===== src/rtl/vga_pingpong_ctrl.sv =====
// Pixel-feed controller: fetches frame pixels into two ping/pong line banks over a
// single-outstanding read port and serves one pixel per cycle to the VGA timing generator.
module vga_pingpong_ctrl #(
  parameter int unsigned DEPTH     = 16,
  parameter int unsigned ADDR_STEP = 2
) (
  input  logic        clk,
  input  logic        resetn,
  input  logic        en_i,
  input  logic [31:0] base_addr_i,
  input  logic [19:0] frame_pixels_i,
  input  logic        vsync_i,
  input  logic        data_req_i,
  output logic [11:0] data_o,
  output logic        mem_req_o,
  output logic [31:0] mem_addr_o,
  input  logic        mem_gnt_i,
  input  logic        mem_rvalid_i,
  input  logic [11:0] mem_rdata_i,
  output logic        underrun_o,
  output logic        busy_o
);

  localparam int unsigned PW = $clog2(DEPTH);

  typedef enum logic [1:0] {S_IDLE, S_FILL, S_WAIT, S_DONE} state_e;

  state_e        state_q, state_d;
  logic          vsync_q;
  logic          restart_pend_q, restart_pend_d;
  logic [1:0]    bank_full_q, bank_full_d;
  logic          fill_bank_q, fill_bank_d;
  logic          drain_bank_q, drain_bank_d;
  logic [PW-1:0] wr_ptr_q, wr_ptr_d;
  logic [PW-1:0] rd_ptr_q, rd_ptr_d;
  logic [31:0]   fetch_addr_q, fetch_addr_d;
  logic [20:0]   pix_cnt_q, pix_cnt_d;
  logic [20:0]   pix_target;
  logic [11:0]   data_q, data_d;
  logic          underrun_q, underrun_d;
  logic [11:0]   bank_mem [2][DEPTH];

  logic restart, wr_en, disable_clr, rd_en, wr_wrap, rd_wrap;

  always_ff @(posedge clk or negedge resetn) begin
    if (!resetn) begin
      state_q        <= S_IDLE;
      vsync_q        <= 1'b0;
      restart_pend_q <= 1'b0;
      bank_full_q    <= '0;
      fill_bank_q    <= 1'b0;
      drain_bank_q   <= 1'b0;
      wr_ptr_q       <= '0;
      rd_ptr_q       <= '0;
      fetch_addr_q   <= '0;
      pix_cnt_q      <= '0;
      data_q         <= '0;
      underrun_q     <= 1'b0;
    end else begin
      state_q        <= state_d;
      vsync_q        <= vsync_i;
      restart_pend_q <= restart_pend_d;
      bank_full_q    <= bank_full_d;
      fill_bank_q    <= fill_bank_d;
      drain_bank_q   <= drain_bank_d;
      wr_ptr_q       <= wr_ptr_d;
      rd_ptr_q       <= rd_ptr_d;
      fetch_addr_q   <= fetch_addr_d;
      pix_cnt_q      <= pix_cnt_d;
      data_q         <= data_d;
      underrun_q     <= underrun_d;
    end
  end

  always_ff @(posedge clk) begin
    if (wr_en) bank_mem[fill_bank_q][wr_ptr_q] <= mem_rdata_i;
  end

  // Next-state: a granted transaction always completes before restart or disable.
  always_comb begin
    state_d     = state_q;
    restart     = 1'b0;
    wr_en       = 1'b0;
    disable_clr = 1'b0;
    pix_target  = ({1'b0, frame_pixels_i} + 21'(DEPTH - 1)) & ~21'(DEPTH - 1);
    unique case (state_q)
      S_IDLE: if (en_i && restart_pend_q) restart = 1'b1;
      S_FILL: begin
        if (mem_req_o && mem_gnt_i) begin
          state_d = S_WAIT;
        end else if (!en_i) begin
          if (!mem_req_o) begin
            state_d     = S_IDLE;
            disable_clr = 1'b1;
          end
        end else if (restart_pend_q) begin
          restart = 1'b1;
        end
      end
      S_WAIT: begin
        if (mem_rvalid_i) begin
          if (!en_i) begin
            state_d     = S_IDLE;
            disable_clr = 1'b1;
          end else if (restart_pend_q) begin
            restart = 1'b1;
          end else begin
            wr_en   = 1'b1;
            state_d = (pix_cnt_q + 21'd1 == pix_target) ? S_DONE : S_FILL;
          end
        end
      end
      S_DONE: begin
        if (!en_i) begin
          state_d     = S_IDLE;
          disable_clr = 1'b1;
        end else if (restart_pend_q) begin
          restart = 1'b1;
        end
      end
      default: state_d = S_IDLE;
    endcase
    if (restart) state_d = S_FILL;
  end

  // Bank bookkeeping and drain path; restart overrides both fill and drain.
  always_comb begin
    restart_pend_d = (vsync_q & ~vsync_i & en_i) | (restart_pend_q & ~restart);
    bank_full_d    = bank_full_q;
    fill_bank_d    = fill_bank_q;
    drain_bank_d   = drain_bank_q;
    wr_ptr_d       = wr_ptr_q;
    rd_ptr_d       = rd_ptr_q;
    fetch_addr_d   = fetch_addr_q;
    pix_cnt_d      = pix_cnt_q;

    wr_wrap    = wr_en && (wr_ptr_q == PW'(DEPTH - 1));
    rd_en      = en_i && data_req_i && bank_full_q[drain_bank_q] && !restart;
    rd_wrap    = rd_en && (rd_ptr_q == PW'(DEPTH - 1));
    data_d     = rd_en ? bank_mem[drain_bank_q][rd_ptr_q] : '0;
    underrun_d = en_i && data_req_i && !bank_full_q[drain_bank_q] && !restart;

    if (wr_en) begin
      wr_ptr_d     = wr_ptr_q + PW'(1);
      fetch_addr_d = fetch_addr_q + 32'(ADDR_STEP);
      pix_cnt_d    = pix_cnt_q + 21'd1;
    end
    if (wr_wrap) begin
      bank_full_d[fill_bank_q] = 1'b1;
      fill_bank_d              = ~fill_bank_q;
    end
    if (rd_en) rd_ptr_d = rd_ptr_q + PW'(1);
    if (rd_wrap) begin
      bank_full_d[drain_bank_q] = 1'b0;
      drain_bank_d              = ~drain_bank_q;
    end

    if (restart) begin
      bank_full_d  = '0;
      fill_bank_d  = 1'b0;
      drain_bank_d = 1'b0;
      wr_ptr_d     = '0;
      rd_ptr_d     = '0;
      fetch_addr_d = base_addr_i;
      pix_cnt_d    = '0;
    end else if (disable_clr) begin
      bank_full_d = '0;
    end
  end

  always_comb begin
    mem_req_o  = (state_q == S_FILL) && !bank_full_q[fill_bank_q];
    mem_addr_o = mem_req_o ? fetch_addr_q : '0;
    busy_o     = (state_q == S_FILL) || (state_q == S_WAIT);
    data_o     = data_q;
    underrun_o = underrun_q;
  end

endmodule


===== config.mk =====
export PLATFORM = sky130hd
export DESIGN_NAME = vga_pingpong_ctrl
export DESIGN_NICKNAME = d
export VERILOG_FILES = /design/src/rtl/vga_pingpong_ctrl.sv
export SDC_FILE = /design/constraint.sdc
export NUM_CORES = 1
export LEC_CHECK = 0
export ABC_AREA = 0
export CORE_UTILIZATION = 35
export DETAILED_ROUTE_END_ITERATION = 8
export GPL_TIMING_DRIVEN = 0
export SKIP_CTS_REPAIR_TIMING = 1
export SLEW_MARGIN = 20
export SYNTH_ARGS = -nofsm -noshare
export SYNTH_HDL_FRONTEND = slang
export SYNTH_SLANG_ARGS = --single-unit

===== constraint.sdc =====
create_clock -name clk -period 3.7 [get_ports clk]
set_input_delay 0.74 -clock clk [delete_from_list [all_inputs] [get_ports clk]]
set_output_delay 0.74 -clock clk [all_outputs]
set_load 0.02 [all_outputs]

==> impl_metrics.json <==
{
  "io-pin-count": 118,
  "vias_in_the_first_global_route": 11770,
  "powerDensity_nw_per_um2": 516.8,
  "clock_tree.buffer_depth": 3,
  "place_worst_setup_slack_ps": -1154,
  "postSynthAreaPerCell_um2": 16.37,
  "buffers_plus_inverters_on_the_worst_setup_path": 3,
  "synthCells": 1225,
  "drtIter0Drc": 965,
  "worst_slack_ps": 160.7,
  "synth_unique_cells": 77,
  "synthToLayoutAreaGrowth_pct": 20.15,
  "synthDominantAreaCellType": "edfxtp_1",
  "status": "complete, no violations",
  "antennaDiodeCount": 0,
  "routed_wire_length_per_instance_um": 23.49,
  "timing.hold.worst.class": "input pin to async pin",
  "synth-compound-area-share": 0.04911,
  "worst_r2r_endpoint": "bank_mem[0][175]",
  "r2r-start": "state_q[0]",
  "placedInstanceArea_um2": 22240,
  "hold_violations": 0,
  "setup_violations": 0,
  "combinational_family_with_the_most_area_after_synthesis": "multiplexers",
  "synth-xor-area-share": 0.01685,
  "end_kind": "flop",
  "cp_cell_sequence": "inv_1 > ha_1 > nand2_1 > nor3b_2 > buf_1 > clkbuf_2 > nand2_1 > nor2_4",
  "yosys-mux-area-fraction": 0.1450,
  "h-tree-depth": 2,
  "cts_inserted_buffers": 47,
  "final_layout_size_suffix_gt1_frac": 0.1974,
  "viasPerCell": 5.416,
  "slowest_delay_ps": 520,
  "timing.critical_path.required_ps": 3910,
  "power.leakage_nw": 7.857,
  "period_share": 0.9566,
  "clkLatencyLatePin_ps": 590,
  "vias": 11890,
  "synth_enable_flop_cells": 384,
  "post-layout-total-power_mw": 12.45,
  "drv.max_cap_violation_count": 0,
  "startpoint_type": "flop",
  "max-vdd-ir-drop_uv": 331.9,
  "core_area_um2": 56500,
  "synthArstFlopShare": 0.1760,
  "chipHeight_um": 241.4,
  "path_depth": 8,
  "post_synth_adder_cell_area": 0.006864,
  "maxSlewHeadroom": 0.2991,
  "critical-path-slowest-cell": "nor2_4",
  "wirelength_mm": 51.56,
  "drtAntennaViolNets": 0,
  "total_routing_usage_reported_by_global_routing": 0.1781,
  "period_minus_slack_ps": 3539,
  "synth.cells.most_frequent": "edfxtp_1 (384), mux4_2 (120), nor2_1 (96)",
  "post_synth_and_or_nand_nor_area_fraction": 0.08461,
  "detail_route.drc_violations": 0,
  "drt_pre_antenna_iters": 5,
  "post_synthesis_instance_area_um2": 20050,
  "critical_path_arrival_ps": 3750,
  "setup.worst_path.class": "flop to flop",
  "worst_clock_skew_ps": 26.27,
  "synth-seq-cells": 466,
  "rrSetupSlack_ps": 160,
  "portBuffers": 116,
  "finalSetupTns_ps": 0,
  "global_route_wire_length_before_repair_mm": 75.62,
  "cts_tree": "done",
  "path_clk_slew_ps": 70,
  "grt_antenna_before_repair": 0,
  "rows": 87,
  "gp_congestion": 0.8334,
  "starting_density": 0.3549,
  "synth_area_leaders": "edfxtp_1 (58%), mux4_2 (13%), dfrtp_1 (10%)",
  "worst_path_most_repeated_cell": "nand2_1",
  "synthDominantCellAreaShare": 0.5751,
  "path_max_fanout": 12,
  "reg2regPathDepth": 8,
  "family_of_cells_with_the_greatest_summed_delay_on_the_critical_path": "simple AND/OR/NAND/NOR gates",
  "rsz0062_at_grt": "false",
  "ys_warn_count": 0,
  "maximum_number_of_pins_on_one_net_before_global_route_repair": 43,
  "dieArea_um2": 58250,
  "place.detailed.hpwl_mm": 34.28,
  "yosys.cell_count.top_type": "edfxtp_1",
  "ys_seq_area_frac": 0.6774,
  "synthFlopType": "edfxtp_1",
  "max_slew.worst_pin.slew_ps": 1051,
  "drv_slew": 0,
  "timing_limited_maximum_frequency_mhz": 282.5,
  "die_w_um": 241.4,
  "synth_fp_nets": 1307,
  "tritoncts_num_sinks": 466,
  "final_cell_area_um2": 24090,
  "grt.overflow.total": 0,
  "number_of_nets_in_the_layout": 1485,
  "root_buffer": "clkbuf_16"
}
## flip-flops by register name, indices dropped and copies added, names as in the netlist, 2 cells and up
signal / flops
bank_mem: 384
wr_ptr_q: 4
rd_ptr_q: 4
fetch_addr_q: 32
state_q: 2
pix_cnt_q: 21
bank_full_q: 2
data_o: 12
## final cells by class
class | count | area, µm²
Fill cell | 4970 | 32400
Inverter | 18 | 67.56
Timing Repair Buffer | 130 | 1353
Buffer | 69 | 340.3
Sequential cell | 466 | 13580
Tap cell | 756 | 945.9
Clock buffer | 67 | 1394
Multi-Input combinational cell | 671 | 6247
Clock inverter | 18 | 161.4
## layer usage
layer  up-vias  global-route usage  wire [µm]
met5         -                   0          0
met4         0             0.03951        900
met3        66             0.02814       2374
met2       347              0.3084      26560
met1      6235              0.2355      21730
li1       5240                   -          -
## worst max-delay path by stage
stage	startpoint	to	slack, ps
global placement	resetn	data_o[10]	-1690
CTS	state_q[0]	bank_mem[0][111]	-700
detailed placement	mem_rvalid_i	bank_mem[0][114]	-1150
floorplan	en_i	bank_mem[0][36]	460
global route	state_q[0]	bank_mem[0][178]	10
finish	state_q[0]	bank_mem[0][175]	160
## stage by stage
stage            util  hold slack, ps  instances
2_1_floorplan       -           437.9       1225
3_3_place_gp   0.3922           465.6       2097
3_5_place_dp   0.3936           457.6       2099
4_1_cts        0.4211           76.66       2184
5_1_grt        0.4264           107.6       2195
6_report       0.4264           97.36       2195
## placed cells by master, fill, tap and decap left out, drive strengths merged, types with 15 or more instances in the layout
master,n
xor2,16
mux2i,20
nand4,18
buf,43
nor2,96
xnor2,20
dfrtp,82
nand3,29
edfxtp,384
mux4,120
and3,47
clkbuf,119
clkinv,15
o21ai,63
clkdlybuf4s50,103
inv,18
nand2,79
## cell families (layout without fill, tap and decap cells)
kind of cell | Yosys count | after routing
flops | 466 | 466
simple gates | 337 | 337
compound gates | 146 | 146
fa+ha+maj | 11 | 11
mux | 140 | 140
buf+inv | 88 | 302
xor+xnor | 37 | 37
## report_power, final
group          switching, mW  internal [mW]  total (mW)  leakage (nW)
combinational          0.910          0.634        1.54          2.54
clock                   2.00           2.76        4.76         0.771
sequential             0.261           5.88        6.14          4.54
total                   3.17           9.28        12.5          7.86
## worst register-to-register path: cells and delay by family, from the launching register on
kind	cells	cell delay, ps
DFF	1	410
buffers and inverters	3	1040
and+or+nand+nor	4	1470
adders and majority gates	1	250
No activity file was read; power rests on OpenSTA's default activity.
